**config.mk**
```make
export PLATFORM = sky130hd
export DESIGN_NAME = cpu_stream_mux
export DESIGN_NICKNAME = d
export VERILOG_FILES = /design/src/rtl/cpu_stream_mux.sv
export SDC_FILE = /design/constraint.sdc
export NUM_CORES = 1
export LEC_CHECK = 0
export ABC_AREA = 1
export CORE_MARGIN = 2
export CORE_UTILIZATION = 25
export CTS_BUF_LIST = sky130_fd_sc_hd__clkbuf_8 sky130_fd_sc_hd__clkbuf_16
export DETAILED_ROUTE_END_ITERATION = 6
export PLACE_DENSITY = 0.52
export SYNTH_ARGS = -nofsm -noshare
export SYNTH_HDL_FRONTEND = slang
export SYNTH_SLANG_ARGS = --single-unit
```
**constraint.sdc**
```tcl
create_clock -name clk -period 5.13 [get_ports clk]
set_input_delay 1.026 -clock clk [delete_from_list [all_inputs] [get_ports clk]]
set_output_delay 1.026 -clock clk [all_outputs]
set_load 0.005 [all_outputs]
```
**src/rtl/cpu_stream_mux.sv**
```systemverilog
// cpu_stream_mux: N-channel stream concentrator.
// Per-channel FIFOs feed a round-robin arbiter. The arbiter loads one
// registered output beat tagged {channel, payload}. all_done is raised once
// every channel has reported done and all buffered traffic has drained.
// Optional feature macro: CPU_STREAM_MUX_STATS_EN adds per-channel
// accepted-beat counters on stats_count. Without it, stats_count is tied to 0.
module cpu_stream_mux #(
    parameter int unsigned N_CH       = 4,
    parameter int unsigned DATA_WIDTH = 64,
    parameter int unsigned FIFO_DEPTH = 4
) (
    input  logic                       clk,
    input  logic                       rst,
    input  logic [N_CH-1:0]            in_data_vld,
    output logic [N_CH-1:0]            in_data_rdy,
    input  logic [N_CH*DATA_WIDTH-1:0] in_data,
    input  logic [N_CH-1:0]            in_done,
    output logic                       out_data_vld,
    input  logic                       out_data_rdy,
    output logic [DATA_WIDTH+7:0]      out_data,
    output logic                       all_done,
    output logic [N_CH*32-1:0]         stats_count
);

    localparam int unsigned AW    = $clog2(FIFO_DEPTH);
    localparam int unsigned PW    = AW + 1;
    localparam int unsigned RR_W  = (N_CH > 1) ? $clog2(N_CH) : 1;
    localparam int unsigned CW    = RR_W + 1;
    localparam int unsigned IDX_W = 8;
    localparam int unsigned CNT_W = 32;

    // Parameter sanity: reject unsupported configurations at elaboration
    if (N_CH < 1 || N_CH > 256) begin : g_bad_nch
        $error("cpu_stream_mux: N_CH must be in 1..256");
    end
    if (FIFO_DEPTH < 2 || (FIFO_DEPTH & (FIFO_DEPTH - 1)) != 0) begin : g_bad_depth
        $error("cpu_stream_mux: FIFO_DEPTH must be a power of 2 and >= 2");
    end

    typedef enum logic {
        ST_EMPTY = 1'b0,
        ST_FULL  = 1'b1
    } out_state_e;

    logic [N_CH-1:0]       fifo_full;
    logic [N_CH-1:0]       fifo_empty;
    logic [N_CH-1:0]       push;
    logic [N_CH-1:0]       pop;
    logic [DATA_WIDTH-1:0] head [N_CH];

    logic [RR_W-1:0] rr;
    logic [RR_W-1:0] grant;
    logic [CW-1:0]   cand;
    logic            any_valid;
    logic            load;
    out_state_e      state_q;
    out_state_e      state_d;
    logic [N_CH-1:0] done_seen;

    assign any_valid    = |(~fifo_empty);
    assign out_data_vld = (state_q == ST_FULL);
    assign in_data_rdy  = ~fifo_full;

    // Per-channel FIFO: pointers one bit wider than the address, MSB disambiguates full/empty
    for (genvar i = 0; i < N_CH; i++) begin : g_fifo
        logic [DATA_WIDTH-1:0] mem [FIFO_DEPTH];
        logic [PW-1:0]         wr_ptr;
        logic [PW-1:0]         rd_ptr;

        assign fifo_empty[i] = (wr_ptr == rd_ptr);
        assign fifo_full[i]  = (wr_ptr[AW-1:0] == rd_ptr[AW-1:0]) && (wr_ptr[AW] != rd_ptr[AW]);
        assign push[i]       = in_data_vld[i] && !fifo_full[i];
        assign pop[i]        = load && (grant == RR_W'(i));
        assign head[i]       = mem[rd_ptr[AW-1:0]];

        // Pointer update; a pop only ever targets a non-empty FIFO
        always_ff @(posedge clk) begin
            if (rst) begin
                wr_ptr <= '0;
                rd_ptr <= '0;
            end else begin
                if (push[i]) begin
                    wr_ptr <= wr_ptr + PW'(1);
                end
                if (pop[i]) begin
                    rd_ptr <= rd_ptr + PW'(1);
                end
            end
        end

        // Storage write; contents need no reset because the pointers gate visibility
        always_ff @(posedge clk) begin
            if (push[i]) begin
                mem[wr_ptr[AW-1:0]] <= in_data[i*DATA_WIDTH +: DATA_WIDTH];
            end
        end
    end

    // Round-robin pick: scan downward so the lowest offset from rr wins
    always_comb begin
        grant = '0;
        cand  = '0;
        for (int k = N_CH - 1; k >= 0; k--) begin
            cand = {1'b0, rr} + CW'(k);
            if (cand >= CW'(N_CH)) begin
                cand = cand - CW'(N_CH);
            end
            if (!fifo_empty[RR_W'(cand)]) begin
                grant = RR_W'(cand);
            end
        end
    end

    // Output register state
    always_ff @(posedge clk) begin
        if (rst) begin
            state_q <= ST_EMPTY;
        end else begin
            state_q <= state_d;
        end
    end

    // Output next state and load decision; a FULL register reloads on the accepting edge
    always_comb begin
        state_d = state_q;
        load    = 1'b0;
        case (state_q)
            ST_EMPTY: begin
                if (any_valid) begin
                    load    = 1'b1;
                    state_d = ST_FULL;
                end
            end
            ST_FULL: begin
                if (out_data_rdy) begin
                    if (any_valid) begin
                        load = 1'b1;
                    end else begin
                        state_d = ST_EMPTY;
                    end
                end
            end
            default: state_d = ST_EMPTY;
        endcase
    end

    // Output payload register: {zero-extended channel index, payload}
    always_ff @(posedge clk) begin
        if (rst) begin
            out_data <= '0;
        end else if (load) begin
            out_data <= {IDX_W'(grant), head[grant]};
        end
    end

    // Round-robin pointer advances past the granted channel on each load
    always_ff @(posedge clk) begin
        if (rst) begin
            rr <= '0;
        end else if (load) begin
            rr <= (grant == RR_W'(N_CH - 1)) ? '0 : grant + RR_W'(1);
        end
    end

    // Sticky per-channel done flags
    always_ff @(posedge clk) begin
        if (rst) begin
            done_seen <= '0;
        end else begin
            done_seen <= done_seen | in_done;
        end
    end

    // Completion level: set once everything has drained, held until reset
    always_ff @(posedge clk) begin
        if (rst) begin
            all_done <= 1'b0;
        end else if ((&done_seen) && (&fifo_empty) && (state_q == ST_EMPTY)) begin
            all_done <= 1'b1;
        end
    end

`ifdef CPU_STREAM_MUX_STATS_EN
    // Accepted-beat counters, wrapping at 2^32
    for (genvar i = 0; i < N_CH; i++) begin : g_stats
        logic [CNT_W-1:0] cnt;

        always_ff @(posedge clk) begin
            if (rst) begin
                cnt <= '0;
            end else if (push[i]) begin
                cnt <= cnt + CNT_W'(1);
            end
        end

        assign stats_count[i*CNT_W +: CNT_W] = cnt;
    end
`else
    assign stats_count = '0;
`endif

endmodule

```
# Yosys cells after proc, flatten, opt, wreduce, memory -nomap -nowiden
# Memory sizes are Yosys's and may differ from the RTL's. A register that Yosys moved wholly into a read port is not among the register bits.
# Cells that the tools add are included.
# op_classes
add_sub_neg	16
n_lt_le_gt_ge	9
eq_ne	15
mux	41
n_bitwise	5
n_reduce_logical	22
# op_table
operator	n
binary-select mux 64 bit (select 2 bit)	1
2-to-1 mux 64 bit	2
2-to-1 mux 2 bit	17
adder 3 x 1 -> 3 bit (second input constant)	8
2-to-1 mux 1 bit	15
logical AND 1 bit	14
== test 3 bit	4
>= comparator 3 bit (second input constant)	4
less-than comparator 2 x 3 -> 1 bit (second input constant)	4
binary-select mux 1 bit (select 2 bit)	4
== test 2 bit	4
inverter 4 bit	2
AND reduction 4 bit	2
subtractor 2 x 1 -> 2 bit (second input constant)	4
adder 2 x 2 -> 3 bit (second input constant)	2
== test 2 bit (second input constant)	2
zero test 1 bit	4
!= test 1 bit	4
OR 4 bit	1
case mux 1 bit (2 select lines)	2
OR reduction 4 bit	1
adder 2 x 1 -> 3 bit (second input constant)	1
>= comparator 2 x 3 -> 1 bit (second input constant)	1
inverter 2 -> 3 bit	1
other kinds (4)	4
# word_totals
regBits	98
ram_bits	1024
in_bits	267
output_inout_bits	206
elab_cells	125
n_memories	4
# mem_list
name	depth	width	rd	rd_clocked_by_memory_dff	write_ports	line_no	source
g_fifo[0].mem	4	64	1	1	1	66	logic [DATA_WIDTH-1:0] mem [FIFO_DEPTH];
g_fifo[1].mem	4	64	1	1	1	66	
g_fifo[2].mem	4	64	1	1	1	66	
g_fifo[3].mem	4	64	1	1	1	66	

# Longest topological paths before layout
# Gate-level depths: netlist (run 1).
# logic_depth
depth_word	13
depth_mapped	19
mapped_depth_nobuf	17

# Least setup slack after synthesis (run 1)
# No wires, ideal clock.
# synth_path
path_type	input-to-reg
from	input port in_data_vld[1]
to	register g_fifo[1].wr_ptr[2]
setup_ps	89
arrival_time_ps	4323
required_ps	5041
slack_ps	718
cell_stages	4
n_path_buf	0
path_cell_list	nand2_1 nor2_1 o21ai_0 a21oi_1
# synth_via
elab_chain_len	1
# synth_rtl
element	line_no	source
from (decl)	14	input logic [N_CH-1:0] in_data_vld,
logical AND 1 bit	72	assign push[i] = in_data_vld[i] && !fifo_full[i];
to (signal assigned)	83	wr_ptr <= wr_ptr + PW'(1);
to (decl)	67	logic [PW-1:0] wr_ptr;
# No other way between the ends.
# A chain may end at the register's enable or synchronous reset.

# Worst setup path after layout (run 1)
# layout_path
from	register rr[0]
to	register out_data[49]
# layout_via
elab_chain_len	13
elab_cells_between_ends	31
classes_between	add/sub (7); order compare (4); mux (19); bitwise (1)
# layout_rtl
element	line_no	source
from (decl)	51	logic [RR_W-1:0] rr;
from (signal assigned)	161	rr <= (grant == RR_W'(N_CH - 1)) ? '0 : grant + RR_W'(1);
adder 2 x 2 -> 3 bit	104	cand = {1'b0, rr} + CW'(k);
>= comparator 3 bit or subtractor 2 x 1 -> 2 bit (tied branches)	105, 106	
2-to-1 mux 2 bit	105	if (cand >= CW'(N_CH)) begin
binary-select mux 1 bit (select 2 bit)	108	if (!fifo_empty[RR_W'(cand)]) begin
2-to-1 mux 1 bit (not written as such)	108	
2-to-1 mux 2 bit (3 in series)	108	
2-to-1 mux 2 bit *	108	
inverter 2 -> 3 bit (not written as such) *	152	out_data <= {IDX_W'(grant), head[grant]};
binary-select mux 64 bit (select 2 bit) *	152	
2-to-1 mux 64 bit (not written as such) * (2 in series)	152	
to (signal assigned)	152	
to (decl)	20	output logic [DATA_WIDTH+7:0] out_data,
# Mark *: on every way between the ends. The rest lies on a longest branch, timed or not. The select of a mux whose other input is x is not followed.

==> results of run 1 <==
-- cell usage after synthesis, drive strengths merged, types with 59 or more instances --
cell type     n  area share
buf         203       0.031
a32o         64       0.014
edfxtp     1024        0.68
nand4        74       0.010
nand2       317       0.026
nor2        688       0.057
a21oi        82      0.0090
nand3       205       0.023
o22ai       192       0.026
dfxtp       106       0.047
o21ai       469       0.052
inv          59      0.0049
clkbuf      184       0.015
-- metal layers --
layer	wire, um	GRT usage
met2	68100	0.244
met4	5680	0.0664
met1	58500	0.186
met3	9040	0.0356
met5	409	0
-- final cells by class --
cell class,instances,area (um2),area share
Antenna cell,18,45.0,0.000820
Clock buffer,126,3000,0.0546
Clock inverter,85,741,0.0135
Inverter,62,243,0.00442
Multi-Input combinational cell,2265,11000,0.200
Sequential cell,1130,32900,0.599
Tap cell,2370,2970,0.0540
Timing Repair Buffer,394,4070,0.0741
-- sequential cells by signal, summed over array words and instances (netlist names), named ones only --
register	cells
all_done	1
done_seen	4
g_fifo.mem	1024
g_fifo.rd_ptr	12
g_fifo.wr_ptr	12
out_data	66
out_data_vld	1
rr	2
-- cell families (layout without fill, tap and decap cells) --
family	Yosys count	in the layout	synth area share
AOI/OAI and AO/OA	812	812	0.102
xor gates and xnor gates	9	9	0.00206
adders and majority gates	20	20	0.00550
buffers and inverters	449	667	0.0509
DFF	1130	1130	0.723
other	1	152	0.0000824
and+or+nand+nor	1290	1290	0.117
-- critical path: cells and delay by family (launching register included) --
kind | cells | cell delay (ns)
AND/OR/NAND/NOR | 10 | 1.97
buffers and inverters | 3 | 0.85
flip-flops | 1 | 0.56
-- cells in the final DEF (no fill, tap or decap), types with 64 or more instances in the layout --
| master | instances |
|---|---|
| clkbuf_16 | 112 |
| inv_1 | 65 |
| nand3_1 | 203 |
| edfxtp_1 | 1024 |
| o22ai_1 | 192 |
| a32o_1 | 64 |
| a21oi_1 | 82 |
| clkdlybuf4s50_1 | 338 |
| nor2_1 | 671 |
| conb_1 | 134 |
| nand4_1 | 74 |
| nand2_1 | 314 |
| dfxtp_1 | 98 |
| o21ai_0 | 466 |
-- worst max-delay path by stage --
| stage | from | end | slack [ns] | cells past startpoint |
|---|---|---|---|---|
| after floorplan | in_data_vld[1] | g_fifo[1].wr_ptr[2]$_SDFFE_PP0P_ | 0.72 | 4 |
| final | rr[0]$_SDFFE_PP0N_ | out_data[49]$_SDFFE_PP0N_ | 1.58 | 13 |
| after global placement | rr[0]$_SDFFE_PP0N_ | out_data[49]$_SDFFE_PP0N_ | 1.66 | 13 |
| after global routing | g_fifo[2].wr_ptr[1]$_SDFFE_PP0P_ | register | 1.32 | 11 |
| after CTS | rr[0]$_SDFFE_PP0N_ | register | 1.64 | 12 |
| after detailed placement | g_fifo[1].wr_ptr[1]$_SDFFE_PP0P_ | register | 1.65 | 11 |
-- power by group through the flow --
| stage | Clock, mW | Sequential [mW] | Combinational (mW) |
|---|---|---|---|
| floorplan | 0 | 11.2 | 5.99 |
| detailed placement | 0 | 11.6 | 10.0 |
| global placement | 0 | 11.6 | 10.0 |
| global route | 8.83 | 11.4 | 10.9 |
| finish | 8.25 | 11.4 | 9.93 |
| CTS | 8.49 | 11.4 | 10.0 |
-- stage by stage --
step,std cells,hold slack (ns)
6_report,6450,0.475
5_1_grt,6447,0.502
4_1_cts,6432,0.473
3_5_place_dp,6221,0.460
3_3_place_gp,6221,0.448
2_1_floorplan,3844,0.434
==> impl_metrics.json, run 1 <==
{
  "status": "completed",
  "dp_hpwl_mm": 95.1,
  "root_buffer": "clkbuf_16",
  "cpMostUsedCell": "nand3_1",
  "cts_made_buffers": 111,
  "min_path_cells": 2,
  "die_width_um": 431,
  "leakagePower_nw": 18.7,
  "fin_crit_sh": 0.691,
  "ir_worst_vdd_mv": 0.472,
  "ys_ff_latch": 1130,
  "num_rows": 156,
  "ios": 473,
  "post-route-util": 0.304,
  "critical_path_class": "register to register",
  "grt_pass1_vias": 27700,
  "max_stage_delay_ns": 0.69,
  "synthCells": 3711,
  "fin_ws_ns": 1.58,
  "async_flop_share": 0,
  "drive_gt1_frac": 0.0699,
  "clkPwrFrac": 0.279,
  "remaining_drc_errors": 0,
  "maxSlewViolCount": 0,
  "holdCritPathClass": "register to register",
  "port_buffers": 338,
  "grt_util_all_layers": 0.149,
  "cts.repair.resized": 0,
  "setup_viol": 0,
  "post_cts_buffers": 0,
  "p_per_area_mw_per_mm2": 538,
  "grt_overflow": 0,
  "grt_setup_unrepaired": "no",
  "routed_wl_mm": 142,
  "critPathLaunchType": "register",
  "seq_power_share": 0.385,
  "fp.dieH_um": 431,
  "final.min_clock_period_ns": 3.55,
  "cts_buffer_depth": 3,
  "hold_buffers": 0,
  "p_comb_frac": 0.336,
  "p_int_mw": 18.4,
  "fmax_mhz": 282,
  "start_util": 0.252,
  "hp-start": "done_seen[0]$_SDFF_PP0_",
  "routedWlPerCell_um": 22.0,
  "min_to": "done_seen[0]$_SDFF_PP0_",
  "end_kind": "register",
  "viasPerCell": 4.58,
  "switching_share": 0.377,
  "path_cells": "inv_2 -> nand4_1 -> nand3_1 -> nand2_1 -> inv_2 -> nand2_1 -> nand3_4 -> nand2_2 -> buf_4 -> nand3_1 -> nand3_1 -> nor2_1 -> nor2_1",
  "ant_nets": 0,
  "netlist_area_mm2": 0.0455,
  "cp.arrival_ns": 4.20,
  "syn_area_per_cell_um2": 12.3,
  "synth_flop_cell": "edfxtp_1",
  "crit_required_ns": 5.79,
  "design.die.area_mm2": 0.185,
  "r2r_end": "out_data[49]$_SDFFE_PP0N_",
  "antenna_found_initial": 67,
  "worst_r2r_path_depth": 13,
  "clk_latency_ns": 0.73,
  "cts_tree": "built",
  "first_pass_iters": 5,
  "design_area_mm2": 0.0549,
  "clkTransAtPathRegs_ns": 0.07,
  "rrSetupSlack_ns": 1.58,
  "finalNetCount": 4251,
  "synth_edf_count": 1024,
  "max_slew.worst_pin.slew_ns": 1.04,
  "crit_fanout": 67,
  "coreArea_mm2": 0.181,
  "cts_htree_levels": 3,
  "cpMaxStageDelayCell": "buf_4",
  "p_sw_mw": 11.1,
  "gp_congestion": 0.850,
  "drtIter0Drc": 2400,
  "placed_area_mm2": 0.0511,
  "grt_pass1_wl_mm": 203,
  "fillers": 18100,
  "clkSinkCount": 1130,
  "hold_violations": 0,
  "maxCapViolCount": 0,
  "yosysSeqAreaShare": 0.723,
  "dp_slack_ns": 1.65,
  "yosys_warnings": 0,
  "report.power.total_mw": 29.5,
  "tns_ns": 0,
  "routed-via-count": 29500,
  "fin_worst_skew_ns": 0.0195,
  "timing.rr.start": "rr[0]$_SDFFE_PP0N_",
  "ys_types": 34,
  "maxSlewHeadroom": 0.309,
  "grt_max_degree": 99,
  "syn_to_final_growth_pct": 20.7
}
Note: power is estimated with default switching activity, not from simulation.
==> inputs of run 2 (changes only) <==
clock period = 3.71 ns   (was 5.13 ns; I/O delays follow)
==> run 2 against run 1 <==
Compared with the run above: critical path depth decreased by 7; power increased by 38%; clock power increased by 35%; first-iteration DRC count increased by 15%; die area unchanged; via count increased by 0.74%; largest cell class unchanged.
==> impl_metrics.json, run 2 (synthesis results as in run 1) <==
{
  "status": "completed",
  "die_width_um": 431,
  "dp_hpwl_mm": 98.5,
  "fillers": 18200,
  "clkSinkCount": 1130,
  "placed_area_mm2": 0.0517,
  "grt_util_all_layers": 0.149,
  "design_area_mm2": 0.0553,
  "viasPerCell": 4.59,
  "critPathLaunchType": "register",
  "leakagePower_nw": 19.0,
  "multi_input_area_mm2": 0.0110,
  "critical_path_class": "register to primary output",
  "final_cell_mix": "edfxtp_1, nor2_1, o21ai_0, clkdlybuf4s50_1, nand2_1",
  "setup_viol": 0,
  "remaining_drc_errors": 0,
  "drtIter0Drc": 2759,
  "grt_max_degree": 129,
  "grt_pass1_vias": 28100,
  "p_per_area_mw_per_mm2": 738,
  "largest_reg_flops": 1024,
  "grt_pass1_wl_mm": 202,
  "cp_num_buf_inv": 2,
  "port_buffers": 338,
  "cts_buffer_depth": 3,
  "num_rows": 156,
  "antenna_found_initial": 58,
  "fin_crit_sh": 0.825,
  "root_buffer": "clkbuf_16",
  "path_cells": "inv_2 -> nand2_1 -> nand2_1 -> and2_1 -> nand3_1 -> clkdlybuf4s50_1",
  "clk_latency_ns": 0.73,
  "routed_wl_mm": 143,
  "post-route-util": 0.306,
  "maxSlewViolCount": 0,
  "design.die.area_mm2": 0.185,
  "cts_htree_levels": 3,
  "max_stage_delay_ns": 0.56,
  "cts_made_buffers": 112,
  "crit_family": "buffers and inverters",
  "routedWlPerCell_um": 22.0,
  "coreArea_mm2": 0.181,
  "syn_to_final_growth_pct": 21.6,
  "fp.dieH_um": 431,
  "hold_buffers": 0,
  "finalNetCount": 4298,
  "final_common_cell": "edfxtp_1",
  "drive_gt1_frac": 0.0779,
  "final.min_clock_period_ns": 3.06,
  "max_slew.worst_pin.slew_ns": 0.964,
  "start_util": 0.252,
  "end_kind": "primary output",
  "grt_overflow": 0,
  "maxCapViolCount": 0,
  "cts.repair.resized": 0,
  "grt_setup_unrepaired": "no",
  "crit_required_ns": 2.97,
  "gp_congestion": 0.829,
  "routed-via-count": 29700,
  "clkTransAtPathRegs_ns": 0.07,
  "cpMostUsedCell": "nand2_1",
  "fin_ws_ns": 0.648,
  "regArea_mm2": 0.0329,
  "maxSlewHeadroom": 0.357,
  "cpMaxStageDelayCell": "clkdlybuf4s50_1",
  "holdCritPathClass": "register to register",
  "post_cts_buffers": 0,
  "cts_tree": "built",
  "report.power.total_mw": 40.8,
  "cp.arrival_ns": 2.32,
  "whs_ns": 0.473,
  "dp_slack_ns": 0.683,
  "fin_worst_skew_ns": 0.0345,
  "first_pass_iters": 6,
  "ios": 473,
  "ir_worst_vdd_mv": 1.15,
  "ant_nets": 0,
  "crit_fanout": 5,
  "hold_violations": 0,
  "fmax_mhz": 327
}
-- run 2: cell types whose count changed in the layout (fill, tap and decap cells not counted), moves of 2 or more --
| cell | before | now |
|---|---|---|
| clkinv_2 | 19 | 16 |
| clkinv_1 | 14 | 24 |
| clkinv_8 | 2 | 4 |
| inv_6 | 6 | 3 |
| diode_2 | 18 | 7 |
| buf_12 | 21 | 40 |
| clkbuf_8 | 14 | 5 |
| clkinv_4 | 1 | 6 |
| buf_4 | 35 | 62 |
| bufinv_16 | 11 | 8 |
-- run 2: worst min-delay path: cells and delay by family (launching register included) --
kind / cells / cell delay, ns
DFF: 1 / 0.33
and+or+nand+nor: 2 / 0.11
-- run 2: final cells by class --
type / instances / area share
diodes: 7 / 0.000317
clock buffers: 118 / 0.0524
clock inverters: 93 / 0.0126
inverters: 62 / 0.00437
multi-input cells: 2265 / 0.198
flip-flops and latches: 1130 / 0.595
well taps: 2370 / 0.0536
repair buffers: 440 / 0.0840
-- run 2: metrics by stage --
stage	cells	setup TNS, ns
floorplan	3844	-87.98
global placement	6267	0
detailed placement	6267	0
CTS	6478	0
global route	6484	0
finish	6485	0
-- run 2: final timing paths --
kind / slack [ns] / start / endpoint / depth (start not counted)
worst min register to register: 0.47 / done_seen[0]$_SDFF_PP0_ / done_seen[0]$_SDFF_PP0_ / 2
worst max register to register: 0.79 / g_fifo[3].wr_ptr[0]$_SDFFE_PP0P_ / out_data[22]$_SDFFE_PP0N_ / 16
worst min-delay path: 0.47 / done_seen[0]$_SDFF_PP0_ / done_seen[0]$_SDFF_PP0_ / 2
worst max-delay path: 0.65 / g_fifo[2].wr_ptr[0]$_SDFFE_PP0P_ / in_data_rdy[2] / 6
-- run 2: where the power goes --
group	switching [mW]	internal, mW	total, mW
clock network	4.89	6.19	11.1
logic	10.0	4.18	14.2
registers	0.613	14.9	15.5
total	15.5	25.3	40.8
-- run 2: layer usage --
metal | up-vias | GRT usage | share of wire | wire, um
met3 | 283 | 0.0375 | 0.067 | 9600
li1 | 13900 | - | - | -
met2 | 951 | 0.248 | 0.48 | 69000
met1 | 14600 | 0.185 | 0.41 | 58700
met5 | - | 0 | 0.0037 | 528
met4 | 82 | 0.0575 | 0.034 | 4800
==> inputs of run 3 (changes only) <==
PLACE_DENSITY = 0.53   (was 0.52)
clock period = 2.6 ns   (was 3.71 ns; I/O delays follow)
==> run 3 against run 2 <==
Compared with the run above: sequential share of layout area down 1.6 points; global-route usage up 0.21 points; sequential power up 43%; worst setup slack worse by 0.56 ns; die area did not move; wire length increased by 2.2%; sequential cell count is the same; design area rose by 2.8%; critical path type unchanged; largest power group unchanged.
==> impl_metrics.json, run 3 (synthesis results as in run 1) <==
{
  "status": "completed",
  "drive_gt1_frac": 0.103,
  "grt_overflow": 0,
  "fillers": 18000,
  "grt_pass1_wl_mm": 205,
  "cts_tree": "built",
  "clkPwrFrac": 0.267,
  "root_buffer": "clkbuf_16",
  "grt_util_all_layers": 0.151,
  "final_common_cell": "edfxtp_1",
  "hold_violations": 0,
  "setup_viol": 0,
  "multi_input_area_mm2": 0.0110,
  "dp_slack_ns": 0.201,
  "clkSinkCount": 1130,
  "routed-via-count": 30300,
  "leakagePower_nw": 19.7,
  "p_int_mw": 37.1,
  "routed_wl_mm": 146,
  "hold_buffers": 0,
  "ir_worst_vdd_mv": 0.896,
  "switching_share": 0.370,
  "viasPerCell": 4.59,
  "p_sw_mw": 21.7,
  "start_util": 0.252,
  "cts_buffer_depth": 3,
  "fmax_mhz": 398,
  "crit_fanout": 4,
  "dp_hpwl_mm": 103,
  "clkTransAtPathRegs_ns": 0.07,
  "antenna_found_initial": 68,
  "fp.dieH_um": 431,
  "ant_nets": 0,
  "whs_ns": 0.392,
  "critPathLaunchType": "register",
  "wl_met3_mm": 8.69,
  "holdCritPathClass": "input port to register",
  "end_kind": "primary output",
  "clk_latency_ns": 0.73,
  "die_width_um": 431,
  "fin_ws_ns": 0.0848,
  "final_cells": 6593,
  "cts_htree_levels": 3,
  "final.min_clock_period_ns": 2.52,
  "maxSlewHeadroom": 0.437,
  "tns_ns": 0,
  "port_buffers": 338,
  "maxCapViolCount": 0,
  "largest_reg_flops": 1024,
  "report.power.total_mw": 58.8,
  "design.die.area_mm2": 0.185,
  "drtIter0Drc": 2531,
  "met1Wirelength_mm": 59.7,
  "max_slew.worst_pin.slew_ns": 0.844,
  "dp_cells": 6360,
  "gp_congestion": 0.886,
  "coreArea_mm2": 0.181,
  "syn_to_final_growth_pct": 25.0,
  "p_comb_frac": 0.356,
  "grt_setup_unrepaired": "no",
  "fin_crit_sh": 0.967,
  "cts_made_buffers": 111,
  "crit_required_ns": 2.08,
  "first_pass_iters": 5,
  "ios": 473,
  "num_rows": 156,
  "finalNetCount": 4395,
  "wl_met2_mm": 71.4,
  "remaining_drc_errors": 0,
  "p_per_area_mw_per_mm2": 1030,
  "grt_pass1_vias": 28700,
  "fin_worst_skew_ns": 0.0326,
  "final_cell_mix": "edfxtp_1, nor2_1, o21ai_0, clkdlybuf4s50_1, nand2_1",
  "seq_power_share": 0.376,
  "critical_path_class": "register to primary output",
  "routedWlPerCell_um": 22.1,
  "grt_max_degree": 129,
  "top_layer_used": "met5",
  "maxSlewViolCount": 0,
  "regArea_mm2": 0.0329,
  "cp.arrival_ns": 2.00
}
run 3: cell types whose count changed in the layout (fill, tap and decap cells not counted), moves of 6 or more:
cell       previous run  this run
dfxtp_1              98        91
dfxtp_2               3         9
clkbuf_16           113       119
clkinv_2             16        24
diode_2               7        20
buf_12               40        94
buf_4                62        98
run 3: timing repair:
item | in CTS | in global routing
setup buffers | 0 | 2
gates resized for setup | 15 | 19
gates cloned | 0 | 3
endpoints found under the setup margin | 4 | 60
pin swaps | 2 | 2
run 3: metal layers:
metal,track usage,vias to the layer above
met1,0.185,15000
met4,0.0682,64
met5,0,-
li1,-,14100
met2,0.253,920
met3,0.0334,270
run 3: layout make-up:
type                    instances  share of cell area
diodes                         20            0.000880
clock buffers                 119              0.0518
repair buffers                538               0.108
well taps                    2370              0.0521
multi-input cells            2265               0.194
inverters                      62             0.00427
clock inverters                89              0.0106
flip-flops and latches       1130               0.578
run 3: worst paths after layout:
kind                                    start                         to  slack, ns  cells past startpoint
max          g_fifo[1].rd_ptr[1]$_SDFFE_PP0P_             in_data_rdy[1]       0.08                      3
min                                in_done[3]    done_seen[3]$_SDFF_PP0_       0.39                      3
max reg2reg  g_fifo[0].rd_ptr[1]$_SDFFE_PP0P_  out_data[16]$_SDFFE_PP0N_       0.17                     14
min reg2reg             all_done$_SDFFE_PP0P_      all_done$_SDFFE_PP0P_       0.47                      1
run 3: through the flow:
stage	utilization	instance area, um2
finish	0.315	56900
CTS	0.313	56700
floorplan	-	46100
detailed placement	0.294	53100
global route	0.315	56900
global placement	0.294	53100
run 3: critical path: stages (launching register included):
cell,delay [ns]
dfxtp_1,0.34
xnor2_1,0.31
nand4_1,0.24
dlygate4sd2_1,0.38
run 3: power by group through the flow:
stage	clock network (mW)	registers [mW]	logic (mW)
2_1_floorplan	0	22.1	11.8
3_3_place_gp	0	22.5	20.3
3_5_place_dp	0	22.5	20.3
4_1_cts	16.1	22.1	20.4
5_1_grt	16.7	22.2	22.8
6_report	15.7	22.1	21.0
